**config.mk**
```make
export PLATFORM = sky130hd
export DESIGN_NAME = spi_follower
export DESIGN_NICKNAME = d
export VERILOG_FILES = /design/src/rtl/spi_pkg.sv /design/src/rtl/spi_sync_edge.sv /design/src/rtl/spi_follower.sv
export SDC_FILE = /design/constraint.sdc
export NUM_CORES = 1
export LEC_CHECK = 0
export ABC_CLOCK_PERIOD_IN_PS = 2770
export CAP_MARGIN = 20
export CORE_UTILIZATION = 35
export DETAILED_ROUTE_END_ITERATION = 16
export PLACE_DENSITY = 0.6
export SETUP_SLACK_MARGIN = 0.1
export SYNTH_ARGS = -nofsm -noshare
export SYNTH_HDL_FRONTEND = slang
export SYNTH_SLANG_ARGS = --single-unit
```
**constraint.sdc**
```tcl
create_clock -name i_clk -period 2.77 [get_ports i_clk]
set_input_delay 0.554 -clock i_clk [delete_from_list [all_inputs] [get_ports i_clk]]
set_output_delay 0.554 -clock i_clk [all_outputs]
set_load 0.03 [all_outputs]
```
**src/rtl/spi_pkg.sv**
```systemverilog
// Shared constants and types for the SPI follower.
package spi_pkg;
    localparam int LEN_8           = 8;
    localparam int LEN_16          = 16;
    localparam int SYNC_STAGES_DEF = 2;

    typedef enum logic [1:0] {IDLE, ACTIVE, DONE} state_t;

    // MSB-first shifting always starts at bit 15, so 8-bit words sit in the top byte.
    function automatic logic [15:0] tx_align(input logic [15:0] w, input logic len16);
        return len16 ? w : {w[7:0], 8'h00};
    endfunction
endpackage

```
**src/rtl/spi_sync_edge.sv**
```systemverilog
// Multi-bit synchronizer with registered rise/fall pulses on bit 0.
module spi_sync_edge #(
    parameter int           STAGES  = 2,
    parameter int           W       = 1,
    parameter logic [W-1:0] RST_VAL = '0
) (
    input  logic         i_clk,
    input  logic         i_rst,
    input  logic [W-1:0] i_d,
    output logic [W-1:0] o_sync,
    output logic         o_rise,
    output logic         o_fall
);
    logic [STAGES-1:0][W-1:0] r_sync;
    logic                     r_rise;
    logic                     r_fall;

    // Pulses are taken one stage early so they line up with the new o_sync value.
    always_ff @(posedge i_clk or posedge i_rst) begin
        if (i_rst) begin
            r_sync <= {STAGES{RST_VAL}};
            r_rise <= 1'b0;
            r_fall <= 1'b0;
        end else begin
            r_sync <= {r_sync[STAGES-2:0], i_d};
            r_rise <= r_sync[STAGES-2][0] & ~r_sync[STAGES-1][0];
            r_fall <= ~r_sync[STAGES-2][0] & r_sync[STAGES-1][0];
        end
    end

    assign o_sync = r_sync[STAGES-1];
    assign o_rise = r_rise;
    assign o_fall = r_fall;
endmodule

```
**src/rtl/spi_follower.sv**
```systemverilog
// SPI follower: modes 0-3, 8/16-bit frames, one-entry TX/RX buffers, sticky error flags.
module spi_follower
    import spi_pkg::*;
#(
    parameter int SYNC_STAGES = SYNC_STAGES_DEF
) (
    input  logic        i_clk,
    input  logic        i_rst,
    input  logic        i_cpol,
    input  logic        i_cpha,
    input  logic        i_len,
    input  logic        i_ext_clk,
    input  logic        i_cs,
    input  logic        i_serial_in,
    output logic        o_serial_out,
    output logic        o_serial_oe,
    input  logic [15:0] i_tx_data,
    input  logic        i_tx_valid,
    output logic        o_tx_ready,
    output logic [15:0] o_rx_data,
    output logic        o_rx_valid,
    input  logic        i_rx_ready,
    output logic        o_overrun,
    output logic        o_underrun,
    output logic        o_frame_abort,
    input  logic        i_clr_status
);
    logic [2:0]  w_sync;
    logic        w_rise, w_fall, w_cs, w_sin;
    logic        w_lead, w_trail, w_sample, w_shift;
    logic        w_load, w_tx_wr;
    logic [4:0]  w_len_n, w_cnt_nx;
    logic [15:0] w_word;

    state_t      r_state;
    logic        r_cpol, r_cpha, r_len;
    logic [4:0]  r_cnt;
    logic [15:0] r_tx_sh, r_rx_sh, r_tx_buf, r_rx_data;
    logic        r_tx_full, r_rx_valid, r_so;
    logic        r_overrun, r_underrun, r_frame_abort;

    // Bit order {serial_in, cs, ext_clk}; cs resets high so the bus looks deselected.
    spi_sync_edge #(.STAGES(SYNC_STAGES), .W(3), .RST_VAL(3'b010)) u_sync (
        .i_clk  (i_clk),
        .i_rst  (i_rst),
        .i_d    ({i_serial_in, i_cs, i_ext_clk}),
        .o_sync (w_sync),
        .o_rise (w_rise),
        .o_fall (w_fall)
    );

    assign w_cs     = w_sync[1];
    assign w_sin    = w_sync[2];
    assign w_lead   = r_cpol ? w_fall : w_rise;
    assign w_trail  = r_cpol ? w_rise : w_fall;
    assign w_sample = r_cpha ? w_trail : w_lead;
    assign w_shift  = r_cpha ? w_lead : w_trail;
    assign w_len_n  = r_len ? 5'(LEN_16) : 5'(LEN_8);
    assign w_cnt_nx = r_cnt + 5'd1;
    assign w_tx_wr  = i_tx_valid & ~r_tx_full;
    assign w_load   = ~w_cs & (r_state == IDLE || r_state == DONE);
    assign w_word   = tx_align(r_tx_full ? r_tx_buf : 16'hFFFF, i_len);

    always_ff @(posedge i_clk or posedge i_rst) begin
        if (i_rst) begin
            r_state       <= IDLE;
            r_cpol        <= 1'b0;
            r_cpha        <= 1'b0;
            r_len         <= 1'b0;
            r_cnt         <= '0;
            r_tx_sh       <= '0;
            r_rx_sh       <= '0;
            r_tx_buf      <= '0;
            r_rx_data     <= '0;
            r_tx_full     <= 1'b0;
            r_rx_valid    <= 1'b0;
            r_so          <= 1'b0;
            r_overrun     <= 1'b0;
            r_underrun    <= 1'b0;
            r_frame_abort <= 1'b0;
        end else begin
            // Clear first so any set later in this block wins.
            if (i_clr_status) begin
                r_overrun     <= 1'b0;
                r_underrun    <= 1'b0;
                r_frame_abort <= 1'b0;
            end
            if (r_rx_valid && i_rx_ready)
                r_rx_valid <= 1'b0;

            // A load takes the old buffer contents; a same-cycle write refills it.
            if (w_load) begin
                r_tx_full <= 1'b0;
                r_cpol    <= i_cpol;
                r_cpha    <= i_cpha;
                r_len     <= i_len;
                r_cnt     <= '0;
                r_rx_sh   <= '0;
                if (!r_tx_full)
                    r_underrun <= 1'b1;
                if (i_cpha) begin
                    r_tx_sh <= w_word;
                end else begin
                    r_so    <= w_word[15];
                    r_tx_sh <= {w_word[14:0], 1'b0};
                end
            end
            if (w_tx_wr) begin
                r_tx_buf  <= i_tx_data;
                r_tx_full <= 1'b1;
            end

            case (r_state)
                IDLE: begin
                    if (!w_cs)
                        r_state <= ACTIVE;
                end
                ACTIVE: begin
                    if (w_cs) begin
                        r_state <= IDLE;
                        // No bits taken means nothing partial to discard.
                        if (r_cnt != 5'd0)
                            r_frame_abort <= 1'b1;
                    end else begin
                        if (w_sample) begin
                            r_rx_sh <= {r_rx_sh[14:0], w_sin};
                            r_cnt   <= w_cnt_nx;
                            if (w_cnt_nx == w_len_n)
                                r_state <= DONE;
                        end
                        // With cpha=0 the trailing edge that ends the previous frame must not shift.
                        if (w_shift && (r_cpha || r_cnt != 5'd0)) begin
                            r_so    <= r_tx_sh[15];
                            r_tx_sh <= {r_tx_sh[14:0], 1'b0};
                        end
                    end
                end
                DONE: begin
                    r_rx_data  <= r_len ? r_rx_sh : {8'h00, r_rx_sh[7:0]};
                    r_rx_valid <= 1'b1;
                    if (r_rx_valid && !i_rx_ready)
                        r_overrun <= 1'b1;
                    r_state <= w_cs ? IDLE : ACTIVE;
                end
                default: r_state <= IDLE;
            endcase
        end
    end

    assign o_serial_out  = r_so;
    assign o_serial_oe   = ~w_cs;
    assign o_tx_ready    = ~r_tx_full;
    assign o_rx_data     = r_rx_data;
    assign o_rx_valid    = r_rx_valid;
    assign o_overrun     = r_overrun;
    assign o_underrun    = r_underrun;
    assign o_frame_abort = r_frame_abort;
endmodule

```
==> reports/results.ini, run 1 <==
[status]
status=finished, final reports clean

[drt]
drc=0
route.vias.total=2686
viasPerCell=4.93
drt_wl_total_mm=7.64
avgRoutedWirePerCell_um=14.0
detail_route.first_pass.iterations=4
antenna_left=0
dr.first_iter.drc_count=113

[timing]
worst-slew-pin-transition_ns=0.945
timing.max_slew.rel_slack_pct=36.8
unrepaired_setup_endpoints_after_global_routing=no
layout_min_cycle_time_ns=2.35
maxClockFrequency_mhz=426
final.setup.tns_ns=0
worst_hold_slack_ns=0.347
fin_skew_ns=0.00906
final_hold_viol_count=0
worst_setup_slack_after_layout_ns=0.423
setup-violations-final=0
slew_viol_final=0
finalCritPeriodShare_pct=84.7

[synthesis]
seq_area_frac_synth_pct=55.5
synthXorXnorAreaFrac_pct=0.661
syn_avg_cell_area_um2=11.3
muxShareOfSynthArea_pct=17.3
synthSimpleGateAreaFrac_pct=13.4
edff_count_synth=0
postSynth.topFlopCell=sky130_fd_sc_hd__dfrtp_1
synth_top_family_by_area=multiplexers
synth_area_leader_cell=sky130_fd_sc_hd__dfrtp_1
synthesis.area_um2=3970
yosys-top-cells-count=sky130_fd_sc_hd__dfrtp_1, sky130_fd_sc_hd__nand2_1, sky130_fd_sc_hd__mux2_2, sky130_fd_sc_hd__o21ai_0, sky130_fd_sc_hd__inv_1
yosys.cell_count.top_type=sky130_fd_sc_hd__dfrtp_1
yosysWarnings=0
synthTopCellsByArea=sky130_fd_sc_hd__dfrtp_1, sky130_fd_sc_hd__mux2_2, sky130_fd_sc_hd__nand2_1
synth.lib_cells_used.distinct=43
synthesized_area_fraction_occupied_by_adder_cells_pct=0.630
area_share_of_the_largest_cell_type_after_synthesis_pct=54.2
synthesis.nets=382
asyncSetResetFlopFracSynth_pct=100
synth_compound_gate_area_share_pct=8.47
ys_seq_elements=88
synthCells=353

[global_route]
grt_pass1_vias=2677
grt_pass1_wl_mm=13.1
globalRouteTotalUtil_pct=14.8
initial_antenna_violation_count=0
largest_net_degree_at_the_start_of_global_routing=41
globalRoute.totalOverflow=0

[floorplan]
chipHeight_um=109
fp-row-count=38
floorplan.initialDensity_pct=36.3
die-area_um2=11800
ios=50
core-area_um2=10900
die-width_um=109

[placed_design]
detailed_place_hpwl_mm=5.34
place.gp.congestion=0.766
io_buffer_count=49
placement.setup.worst_slack_ns=0.341

[setup_path]
critPathMaxFanout=13
critPathCaptureType=output port
critPathKind=reg -> out
critPathRequiredTime_ns=2.22
arrival_ns=1.79
crit_path_launch_type=flop

[cts]
cts-root-to-sink-buffers=2
cts_stage_hold_buffer_count=0
clkLatencyLatePin_ns=0.34
tritoncts_num_sinks=88
cts.htree.levels=3
cts.clk_slew.worst_paths_ns=0.06
post_cts_resize_count=0
clockRootBuffer=sky130_fd_sc_hd__clkbuf_16
cts_made_buffers=9
cts_setup_buffers=0
cts_tree=built

[power_and_ir_drop]
switchingPower_mw=1.07
share_comb_of_total_power_pct=22.0
portion_of_total_power_attributed_to_sequential_cells_pct=48.4
clk_network_pwr_share_pct=29.6
cell_internal_pwr_mw=2.60
max-vdd-ir-drop_v=0.000361
netSwitchingFraction_pct=29.2
leakage_power_summed_over_all_cells_nw=2.18
power-per-cell-area_nw_per_um2=750

[layout]
drive_above_1_share_pct=18.5
areaGrowthSynthToFinish_pct=23.4
finish.net_count=430
diodes=0
filler_cell_count=1068

[run]
cap_viol_max_count=0

[worst_hold_path]
hp-class=reg -> reg

## cell usage in the layout (no fill, tap or decap), types with 2 or more instances in the layout
| master | instances |
|---|---|
| sky130_fd_sc_hd__nor3_1 | 2 |
| sky130_fd_sc_hd__nand3_1 | 5 |
| sky130_fd_sc_hd__dfstp_2 | 2 |
| sky130_fd_sc_hd__clkinv_2 | 2 |
| sky130_fd_sc_hd__nor4bb_1 | 3 |
| sky130_fd_sc_hd__buf_12 | 2 |
| sky130_fd_sc_hd__nor2_1 | 4 |
| sky130_fd_sc_hd__inv_1 | 15 |
| sky130_fd_sc_hd__mux2_2 | 34 |
| sky130_fd_sc_hd__xnor2_1 | 2 |
| sky130_fd_sc_hd__nor4b_2 | 2 |
| sky130_fd_sc_hd__clkbuf_16 | 9 |
| sky130_fd_sc_hd__nand2_1 | 78 |
| sky130_fd_sc_hd__mux4_2 | 7 |
| sky130_fd_sc_hd__a22oi_1 | 7 |
| sky130_fd_sc_hd__mux2i_1 | 13 |
| sky130_fd_sc_hd__o31ai_1 | 2 |
| sky130_fd_sc_hd__o22ai_1 | 11 |
| sky130_fd_sc_hd__nor2b_1 | 3 |
| sky130_fd_sc_hd__dfrtp_1 | 86 |
| sky130_fd_sc_hd__clkinvlp_4 | 2 |
| sky130_fd_sc_hd__buf_4 | 8 |
| sky130_fd_sc_hd__ha_1 | 2 |
| sky130_fd_sc_hd__clkdlybuf4s50_1 | 49 |
| sky130_fd_sc_hd__nand2b_1 | 9 |
| sky130_fd_sc_hd__o21ai_0 | 25 |
| sky130_fd_sc_hd__clkinv_4 | 2 |
## cell type report
type,count,area (µm²),area share [%]
clock buffers,10,229,4.67
clock inverters,5,35.0,0.715
inverters,16,63.8,1.30
multi-input cells,227,1600,32.7
flip-flops and latches,88,2200,45.0
well taps,140,175,3.57
repair buffers,59,591,12.0
## state kept, by name, indices dropped and copies added (netlist names), 2 cells and up
name           flops
u_sync.o_sync      3
o_rx_data         16
r_cnt              5
u_sync.r_sync      3
r_state            2
r_rx_sh           16
r_tx_sh           16
r_tx_buf          16
## metrics by stage
step                      cells  area [µm²]  util (%)  power [mW]
after CTS                   545        4900      44.8        3.72
final                       545        4900      44.8        3.67
after global placement      530        4640      42.4        2.59
after global routing        545        4900      44.8        3.89
after floorplan             353        3980         -        2.35
after detailed placement    530        4640      42.4        2.62
## logic make-up after synthesis
group           Yosys count
compound gates           54
buf+inv                  38
mux                      55
flops                    88
simple gates            113
xor+xnor                  3
fa+ha+maj                 2
## critical path, cell delays in order, from the launching register on
cell,delay [ns]
sky130_fd_sc_hd__dfrtp_1,0.56
sky130_fd_sc_hd__inv_1,0.20
sky130_fd_sc_hd__clkdlybuf4s50_1,0.69
## per-layer routing
| metal | global-route usage [%] | part of all wire, % | vias up |
|---|---|---|---|
| li1 | - | - | 1307 |
| met4 | 5.69 | 1.2 | 0 |
| met1 | 18.8 | 47 | 1311 |
| met2 | 23.5 | 47 | 62 |
| met5 | 0 | 0 | - |
| met3 | 4.58 | 4.6 | 6 |
## worst paths after layout
kind | slack, ns | to | depth (start not counted) | startpoint
worst max-delay path | 0.42 | o_tx_ready | 2 | r_tx_full
worst min-delay path | 0.35 | u_sync.o_sync[2] | 0 | u_sync.r_sync[2]
worst max register to register | 0.68 | r_tx_sh[13] | 4 | r_state[0]
worst min register to register | 0.35 | u_sync.o_sync[2] | 0 | u_sync.r_sync[2]
max in group asynchronous | 1.40 | r_rx_sh[0] | 3 | i_rst
min in group asynchronous | 0.71 | u_sync.o_rise | 2 | i_rst
## power by group through the flow
stage	logic (mW)	registers [mW]	clock network [mW]
2_1_floorplan	0.641	1.71	0
5_1_grt	0.891	1.82	1.18
3_3_place_gp	0.795	1.79	0
6_report	0.809	1.78	1.09
3_5_place_dp	0.817	1.80	0
4_1_cts	0.819	1.78	1.12
(Power assumes the default switching activity.)
==> run 2: changes to the inputs <==
--- a/config.mk
+++ b/config.mk
@@ -5,11 +5,11 @@
 export SDC_FILE = /design/constraint.sdc
 export NUM_CORES = 1
 export LEC_CHECK = 0
-export ABC_CLOCK_PERIOD_IN_PS = 2770
+export ABC_CLOCK_PERIOD_IN_PS = 2300
 export CAP_MARGIN = 20
 export CORE_UTILIZATION = 35
 export DETAILED_ROUTE_END_ITERATION = 16
-export PLACE_DENSITY = 0.6
+export PLACE_DENSITY = 0.58
 export SETUP_SLACK_MARGIN = 0.1
 export SYNTH_ARGS = -nofsm -noshare
 export SYNTH_HDL_FRONTEND = slang
==> constraint.sdc (replaced) <==
create_clock -name i_clk -period 2.3 [get_ports i_clk]
set_input_delay 0.46 -clock i_clk [delete_from_list [all_inputs] [get_ports i_clk]]
set_output_delay 0.46 -clock i_clk [all_outputs]
set_load 0.03 [all_outputs]
==> run 2 against run 1 <==
Register-to-register slack got worse by 0.23 ns. Cell count grew 1.3%. Critical path depth unchanged. Sequential share of layout area shrank 0.64 points. Worst setup slack got worse by 0.22 ns. Non-clock buffer count up 6. Critical path type unchanged. Largest power group unchanged.
==> reports/results.ini, run 2 (synthesized netlist as in run 1, its figures left out) <==
[timing]
setup-violations-final=0  ; unchanged
final_hold_viol_count=0  ; unchanged
layout_min_cycle_time_ns=2.09
maxClockFrequency_mhz=478
slew_viol_final=0  ; unchanged
final.setup.tns_ns=0  ; unchanged
finalCritPeriodShare_pct=91.0
worst_setup_slack_after_layout_ns=0.206  ; -0.217 ns
unrepaired_setup_endpoints_after_global_routing=no
timing.max_slew.rel_slack_pct=40.6  ; +3.8 points
worst_hold_slack_ns=0.351  ; +0.00373 ns
fin_skew_ns=0.00691  ; -0.00215 ns
worst-slew-pin-transition_ns=0.879  ; -0.0657 ns

[floorplan]
die-width_um=109  ; unchanged
chipHeight_um=109  ; unchanged
ios=50  ; unchanged
core-area_um2=10900  ; unchanged
floorplan.initialDensity_pct=36.3  ; unchanged
die-area_um2=11800  ; unchanged
fp-row-count=38  ; unchanged

[worst_hold_path]
hp-class=reg -> reg
hold-path-cell-count=0  ; unchanged

[setup_path]
critPathCaptureType=output port
critPathKind=reg -> out
cp_max_stage_cell=sky130_fd_sc_hd__dfstp_2
cpPeakStageDelay_ns=0.65  ; -0.04 ns
arrival_ns=1.63  ; -0.16 ns
crit_path_launch_type=flop
reg2reg_slack_ns=0.45  ; -0.23 ns
critPathMaxFanout=10  ; -3
cp_cell_sequence=inv_1, clkdlybuf4s50_1
critPathRequiredTime_ns=1.84  ; -0.38 ns
timing.reg2reg.worst_path_depth=4  ; unchanged

[drt]
dr.first_iter.drc_count=142  ; +26%
route.vias.total=2743  ; +2.1%
detail_route.first_pass.iterations=4  ; unchanged
drc=0  ; unchanged
antenna_left=0  ; unchanged
avgRoutedWirePerCell_um=13.8  ; -1.8%
viasPerCell=4.97  ; +0.83%
drt_wl_total_mm=7.60  ; -0.51%

[global_route]
grt_pass1_wl_mm=13.0  ; -0.95%
grt_pass1_vias=2684  ; +0.26%
largest_net_degree_at_the_start_of_global_routing=89  ; +120%
globalRoute.totalOverflow=0  ; unchanged
initial_antenna_violation_count=0  ; unchanged
globalRouteTotalUtil_pct=14.4  ; -0.40 points

[placed_design]
placement.setup.worst_slack_ns=-0.00763  ; -0.349 ns
io_buffer_count=49  ; unchanged
placedCellCount=536  ; +1.1%
placement.cell_area_um2=4670  ; +0.70%
detailed_place_hpwl_mm=5.32  ; -0.44%
place.gp.congestion=0.808  ; +5.5%

[cts]
post_cts_resize_count=0  ; unchanged
cts_setup_buffers=0  ; unchanged
tritoncts_num_sinks=88  ; unchanged
clkLatencyLatePin_ns=0.33  ; about the same
clockRootBuffer=sky130_fd_sc_hd__clkbuf_16
cts_tree=built
cts-root-to-sink-buffers=2  ; unchanged
cts.clk_slew.worst_paths_ns=0.06  ; about the same
cts.htree.levels=3  ; unchanged
cts_made_buffers=9  ; unchanged
cts_stage_hold_buffer_count=0  ; unchanged

[power_and_ir_drop]
cell_internal_pwr_mw=3.28  ; +26%
finalPower_mw=4.62  ; +26%
leakage_power_summed_over_all_cells_nw=2.22  ; +1.9%
netSwitchingFraction_pct=29.1  ; -0.10 points
portion_of_total_power_attributed_to_sequential_cells_pct=45.8  ; -2.6 points
max-vdd-ir-drop_v=0.000443  ; +23%
switchingPower_mw=1.35  ; +25%
share_comb_of_total_power_pct=22.3  ; +0.3 points
power-per-cell-area_nw_per_um2=929  ; +24%
clk_network_pwr_share_pct=31.9  ; +2.3 points

[run]
cap_viol_max_count=0  ; unchanged

[layout]
final_common_cell=sky130_fd_sc_hd__dfrtp_1
finish.net_count=436  ; +1.4%
finalInstanceArea_um2=4970  ; +1.5%
layout.cells.most_common_list=sky130_fd_sc_hd__dfrtp_1, sky130_fd_sc_hd__nand2_1, sky130_fd_sc_hd__clkdlybuf4s50_1
multi_input_comb_area_um2=1600  ; unchanged
filler_cell_count=1018  ; -4.7%
drive_above_1_share_pct=20.1  ; +1.6 points
areaGrowthSynthToFinish_pct=25.2
finalNonFillerCells=552  ; +1.3%
diodes=0  ; unchanged
share_of_the_core_filled_with_cells_pct=45.5  ; +0.65 points
area.sequential_um2=2200  ; unchanged

[status]
status=finished, final reports clean

run 2: layer usage:
| layer | up-vias | GRT usage, % | routed length [µm] |
|---|---|---|---|
| met4 | 0 | 5.21 | 101 |
| met3 | 10 | 3.25 | 277 |
| met5 | - | 0 | 0 |
| li1 | 1329 | - | - |
| met2 | 55 | 23.3 | 3630 |
| met1 | 1349 | 18.8 | 3590 |
run 2: power by group through the flow:
| stage | Clock, mW | Combinational (mW) | Sequential, mW |
|---|---|---|---|
| after detailed placement | 0 | 1.03 | 2.14 |
| after global routing | 1.61 | 1.13 | 2.16 |
| after global placement | 0 | 1.01 | 2.14 |
| after floorplan | 0 | 0.771 | 2.06 |
| after CTS | 1.51 | 1.04 | 2.12 |
| final | 1.47 | 1.03 | 2.12 |
run 2: path summary, 6_finish.rpt:
kind,start,to
setup / recovery,u_sync.o_sync[1],o_serial_oe
hold / removal,u_sync.r_sync[2],u_sync.o_sync[2]
setup reg to reg,r_state[0],r_tx_sh[8]
hold reg to reg,u_sync.r_sync[2],u_sync.o_sync[2]
max in group asynchronous,i_rst,r_tx_sh[4]
min in group asynchronous,i_rst,u_sync.r_sync[0]
run 2: layout make-up:
cell class	instances	area share (%)
Clock buffer	9	4.53
Tap cell	140	3.52
Inverter	16	1.28
Multi-Input combinational cell	227	32.3
Clock inverter	7	1.56
Sequential cell	88	44.3
Timing Repair Buffer	65	12.5
run 2: worst max-delay path: cells and delay by family, from the launching register on:
family | cells | cell delay [ns]
buffers and inverters | 2 | 0.65
DFF | 1 | 0.65
